`src/rtl/cpu_pkg.sv`:
```
// Shared CPU definitions: opcodes, fetch FSM encoding, instruction field positions.
package cpu_pkg;

  localparam int unsigned INSTR_W = 32;
  localparam int unsigned OP_W    = 6;

  localparam logic [OP_W-1:0] OP_RTYPE = 6'b000000;
  localparam logic [OP_W-1:0] OP_J     = 6'b000010;
  localparam logic [OP_W-1:0] OP_BEQ   = 6'b000100;
  localparam logic [OP_W-1:0] OP_ADDI  = 6'b001000;
  localparam logic [OP_W-1:0] OP_SUBI  = 6'b001001;
  localparam logic [OP_W-1:0] OP_LWI   = 6'b001010;
  localparam logic [OP_W-1:0] OP_LW    = 6'b100011;
  localparam logic [OP_W-1:0] OP_SW    = 6'b101011;

  localparam int unsigned FSM_W = 2;
  localparam logic [FSM_W-1:0] RESET_ST = 2'd0;
  localparam logic [FSM_W-1:0] FETCH    = 2'd1;
  localparam logic [FSM_W-1:0] HOLD     = 2'd2;
  localparam logic [FSM_W-1:0] RESOLVE  = 2'd3;

  localparam int unsigned OPCODE_MSB = 31;
  localparam int unsigned OPCODE_LSB = 26;
  localparam int unsigned TARGET_MSB = 25;
  localparam int unsigned TARGET_LSB = 0;
  localparam int unsigned IMM_MSB    = 15;
  localparam int unsigned IMM_LSB    = 0;

endpackage

```
`src/rtl/next_pc_calc.sv`:
```
// Next-PC selection from the datapath's branch/jump/zero outcome (combinational).
module next_pc_calc
  import cpu_pkg::*;
#(
  parameter int unsigned PC_W = 16
) (
  input  logic [PC_W-1:0]    pc,
  input  logic [INSTR_W-1:0] instr,
  input  logic               branch,
  input  logic               jump,
  input  logic               zero,
  output logic [PC_W-1:0]    next_pc
);

  logic [PC_W-1:0]   w_pc4;
  logic [PC_W-1:0]   w_jump_tgt;
  logic [PC_W-1:0]   w_br_off;
  logic signed [17:0] w_off18;
  logic              w_unused;

  assign w_pc4    = pc + PC_W'(4);
  assign w_off18  = {instr[IMM_MSB:IMM_LSB], 2'b00};
  // Signed source, so the size cast sign-extends (or truncates for narrow PCs).
  assign w_br_off = PC_W'(w_off18);
  // Opcode bits are decoded elsewhere.
  assign w_unused = ^instr[OPCODE_MSB:OPCODE_LSB];

  // Jump target keeps pc4's upper bits only when the PC is wider than the 28-bit target.
  if (PC_W <= 28) begin : g_jmp_short
    assign w_jump_tgt = PC_W'({instr[TARGET_MSB:TARGET_LSB], 2'b00});
  end else begin : g_jmp_long
    assign w_jump_tgt = {w_pc4[PC_W-1:28], instr[TARGET_MSB:TARGET_LSB], 2'b00};
  end

  // Jump wins over a taken branch; otherwise fall through to pc4.
  always_comb begin
    next_pc = w_pc4;
    if (jump) begin
      next_pc = w_jump_tgt;
    end else if (branch && zero) begin
      next_pc = w_pc4 + w_br_off;
    end
  end

endmodule

```
`src/rtl/instr_fetch_unit.sv`:
```
// Multi-cycle byte-serial instruction fetch with PC redirect on datapath resolution.
module instr_fetch_unit
  import cpu_pkg::*;
#(
  parameter int unsigned     PC_W     = 16,
  parameter logic [PC_W-1:0] RESET_PC = '0
) (
  input  logic               clk,
  input  logic               rst,
  output logic               mem_req,
  output logic [PC_W-1:0]    mem_addr,
  input  logic               mem_ack,
  input  logic [7:0]         mem_rdata,
  output logic [INSTR_W-1:0] instr,
  output logic [OP_W-1:0]    opcode,
  output logic               instr_valid,
  input  logic               instr_ready,
  output logic [PC_W-1:0]    pc,
  input  logic               resolve_valid,
  input  logic               branch,
  input  logic               jump,
  input  logic               zero
);

  logic [FSM_W-1:0]   r_state;
  logic [FSM_W-1:0]   w_state_nxt;
  logic [PC_W-1:0]    r_pc;
  logic [1:0]         r_byte_idx;
  logic [1:0]         w_byte_nxt;
  logic [INSTR_W-1:0] r_instr;
  logic               r_mem_req;
  logic [PC_W-1:0]    r_mem_addr;
  logic               r_instr_valid;
  logic [PC_W-1:0]    w_next_pc;

  next_pc_calc #(.PC_W(PC_W)) u_next_pc (
    .pc      (r_pc),
    .instr   (r_instr),
    .branch  (branch),
    .jump    (jump),
    .zero    (zero),
    .next_pc (w_next_pc)
  );

  assign w_byte_nxt = r_byte_idx + 2'd1;

  // Next-state logic; inputs that do not belong to the current state are ignored.
  always_comb begin
    w_state_nxt = r_state;
    case (r_state)
      RESET_ST: w_state_nxt = FETCH;
      FETCH:    if (mem_ack && (r_byte_idx == 2'd3)) w_state_nxt = HOLD;
      HOLD:     if (instr_ready) w_state_nxt = RESOLVE;
      RESOLVE:  if (resolve_valid) w_state_nxt = FETCH;
      default:  w_state_nxt = RESET_ST;
    endcase
  end

  // State register.
  always_ff @(posedge clk) begin
    if (rst) begin
      r_state <= RESET_ST;
    end else begin
      r_state <= w_state_nxt;
    end
  end

  // Datapath and registered outputs; reset discards any partial fetch.
  always_ff @(posedge clk) begin
    if (rst) begin
      r_pc          <= RESET_PC;
      r_byte_idx    <= 2'd0;
      r_instr       <= '0;
      r_mem_req     <= 1'b0;
      r_mem_addr    <= RESET_PC;
      r_instr_valid <= 1'b0;
    end else begin
      r_mem_req     <= (w_state_nxt == FETCH);
      r_instr_valid <= (w_state_nxt == HOLD);
      case (r_state)
        FETCH: begin
          if (mem_ack) begin
            case (r_byte_idx)
              2'd0: r_instr[31:24] <= mem_rdata;
              2'd1: r_instr[23:16] <= mem_rdata;
              2'd2: r_instr[15:8]  <= mem_rdata;
              2'd3: r_instr[7:0]   <= mem_rdata;
            endcase
            r_byte_idx <= w_byte_nxt;
            r_mem_addr <= r_pc + PC_W'(w_byte_nxt);
          end
        end
        RESOLVE: begin
          if (resolve_valid) begin
            r_pc       <= w_next_pc;
            r_mem_addr <= w_next_pc;
          end
        end
        default: ;
      endcase
    end
  end

  assign mem_req     = r_mem_req;
  assign mem_addr    = r_mem_addr;
  assign instr       = r_instr;
  assign opcode      = r_instr[OPCODE_MSB:OPCODE_LSB];
  assign instr_valid = r_instr_valid;
  assign pc          = r_pc;

endmodule

```
`config.mk`:
```
export PLATFORM = sky130hd
export DESIGN_NAME = instr_fetch_unit
export DESIGN_NICKNAME = d
export VERILOG_FILES = /design/src/rtl/cpu_pkg.sv /design/src/rtl/next_pc_calc.sv /design/src/rtl/instr_fetch_unit.sv
export SDC_FILE = /design/constraint.sdc
export NUM_CORES = 1
export LEC_CHECK = 0
export BUFFER_PORTS_ARGS = -buffer_cell sky130_fd_sc_hd__buf_2
export CAP_MARGIN = 40
export CELL_PAD_IN_SITES_DETAIL_PLACEMENT = 1
export CELL_PAD_IN_SITES_GLOBAL_PLACEMENT = 2
export CORE_MARGIN = 2
export CORE_UTILIZATION = 34
export CTS_CLUSTER_SIZE = 8
export DETAILED_ROUTE_END_ITERATION = 8
export PLACE_DENSITY_LB_ADDON = 0.1
export SLEW_MARGIN = 5
export SYNTH_ARGS = -nofsm -noshare
export SYNTH_HDL_FRONTEND = slang
export SYNTH_SLANG_ARGS = --single-unit
```
`constraint.sdc`:
```
create_clock -name clk -period 8.1 [get_ports clk]
set_input_delay 0.81 -clock clk [delete_from_list [all_inputs] [get_ports clk]]
set_output_delay 0.81 -clock clk [all_outputs]
set_load 0.01 [all_outputs]
```
==> run summary <==
Post_cts resized: 0
Ys flop type: dfxtp_1
Hold Buf Count CTS: 0
Vias in the first global route: 4083
Core Region: 12000 sq um
First-pass GRT wire length: 22.9 mm
Reg area: 1400 sq um
Crit-path slowest cell: dfxtp_1
Commonest non-fill, non-tap cell in the layout: nand2_1
Yosys warnings: 0
Total gr overflow: 0
CP top delay family: compound AO/OA/AOI/OAI gates
WL final: 14.6 mm
Synth unique cells: 56
Final min period: 3.75 ns
CP max stage delay: 0.53 ns
Clock buffer depth: 2
Post-DP Area: 4640 sq um
CTS tree: yes
Post-synth ARST share: 0
Setup bufs post-CTS: 0
Crit Path Class: flop to flop
# rows: 40
Drt pass-1 iters: 4
Initial antenna violation count: 0
Post-route cell area: 4970 sq um
Sum Neg Setup Slack: 0 ns
Fmax: 266 MHz
Sequential share of the synthesized area: 0.334
Sinks on Clock Net: 70
Area grow syn2layout: 18.3%
Remaining antenna violation count: 0
Most frequent cells in the layout: nand2_1 (114), buf_2 (87), a21oi_1 (71)
Antenna cells: 0
Worst path bufs/invs: 0
Post-DP HPWL: 10.9 mm
Layout Nets: 638
Worst-Margin Slew: 0.812 ns
Root buf cell: clkbuf_16
Grt peak-use layer: met2
Worst-Skew Late Latency: 0.35 ns
DR vias: 4083
Post-synth top area cell: dfxtp_1
Synth Cell Area: 4200 sq um
EDFF count, synth: 0
Final Max Tran Viols: 0
Final hold vios: 0
I/O pin count: 88
Final setup fails: 0
Avg Vias per Cell: 5.46
Die width: 115 microns
Nature of the critical path endpoint: flop
CTS H-Tree Depth: 3
DRT iter0 DRCs: 218
Worst VDD drop: 0.121 mV
Multi-input logic area: 2570 sq um
CP max FO: 8
Filler cells: 1500
GR Layer Usage met2: 0.402
Worst EP required: 8.38 ns
Clock skew: 0.00896 ns
Status: finished clean
All-layer global routing usage: 0.229
Cells after synthesis: 535
Syn_nets: 577
Pin count of the biggest net entering global routing: 65
GPL Wtd Cong: 0.837
Slew headroom: 0.457
Port Buffers: 87
Share of layout cells above drive strength 1: 0.205
CTS Buf Count: 9
Final period utilization: 0.463
Worst hold slack: 0.451 ns
GR Util met1: 0.282
Synth Area per Inst: 7.85 sq um
Arrival time worst endpoint: 4.03 ns
Max-cap violations: 0
Leak pwr: 2.16 nW
Starting Density: 0.349
Top cell type's share of synthesized area: 0.334
Worst setup SP type: flop
Reg clk slew, reported paths: 0.06 ns
Wire per inst: 19.5 microns
Dominant cells by area after synthesis: dfxtp_1 (33%), nand2_1 (10%), a21oi_1 (8.5%)
Drt drc: 0
Pwr Total: 0.000849 W
Die Area: 13300 sq um
Met3 usage: 0.0453
Flops & latches, synth: 70
PwrDens: 171 nW/um^2
Critical Path, Cell by Cell: ha_1 > nand3_2 > nor2_1 > nand3_1 > xnor2_1 > ha_1 > nand2_1 > o21ai_0 > a211oi_1 > o21ai_0 > mux2_2 > a211oi_2 > o21bai_1
Die Y: 115 microns
Unrepaired setup endpoints after global routing: false
Worst hold path type: flop to flop
flip-flops by register name, indices dropped and copies added (netlist names):
register,count
r_byte_idx,2
instr,32
pc,16
mem_addr,16
mem_req,1
instr_valid,1
r_state,2
path summary, 6_finish.rpt:
| path | from | end | slack, ns | cells after the start |
|---|---|---|---|---|
| setup / recovery | pc[2] | mem_addr[15] | 4.35 | 13 |
| hold / removal | instr[23] | instr[23] | 0.45 | 2 |
| setup reg to reg | pc[2] | mem_addr[15] | 4.35 | 13 |
| hold reg to reg | instr[23] | instr[23] | 0.45 | 2 |
worst reg2reg max path: cells and delay by family (launching register included):
| kind | cells | cell delay, ns |
|---|---|---|
| XOR/XNOR | 1 | 0.18 |
| AO/OA/AOI/OAI | 5 | 1.16 |
| adder cells (fa/ha/maj) | 2 | 0.72 |
| flip-flops | 1 | 0.53 |
| AND/OR/NAND/NOR | 4 | 0.69 |
| multiplexers | 1 | 0.40 |
routing by layer:
metal / routed length, microns / share of wire / vias up
li1: - / - / 1978
met1: 6490 / 0.44 / 2006
met2: 7380 / 0.50 / 82
met3: 527 / 0.036 / 17
met4: 225 / 0.015 / 0
met5: 0 / 0 / -
metrics by stage:
step	setup slack [ns]	std cells	util
6_report	4.35	748	0.413
3_5_place_dp	4.43	732	0.387
3_3_place_gp	4.56	732	0.387
2_1_floorplan	4.85	535	-
4_1_cts	4.37	748	0.413
5_1_grt	4.10	748	0.413
synthesized netlist by cell type, drive strengths merged (5+ instances only):
master  instances
nand2         114
a21oi          71
dfxtp          70
nor2           34
ha             24
clkbuf         23
xnor2          23
o21ai          21
buf            17
a211oi         16
xor2           12
nand3          11
o211ai          9
and3            8
inv             8
and2            7
nor3            7
a21o            5
nand4           5
nor4            5
logic make-up (layout without fill, tap and decap cells):
kind of cell,after synthesis,count (layout),synth area share
buf+inv,48,114,0.0539
flops,70,70,0.334
compound gates,146,146,0.212
mux,8,8,0.0203
xor+xnor,35,35,0.0730
fa+ha+maj,26,26,0.0811
simple gates,202,202,0.226
report_power, final:
part | switching, W | internal, W
sequential | 0.00000416 | 0.000350
clock | 0.000161 | 0.000278
combinational | 0.0000389 | 0.0000170
cell type report:
type | instances | area share
multi-input combinational | 417 | 0.518
sequential | 70 | 0.282
timing repair buffer | 90 | 0.0922
clock buffer | 10 | 0.0481
tap | 147 | 0.0370
clock inverter | 6 | 0.0169
inverter | 8 | 0.00605
(Power assumes the default switching activity.)
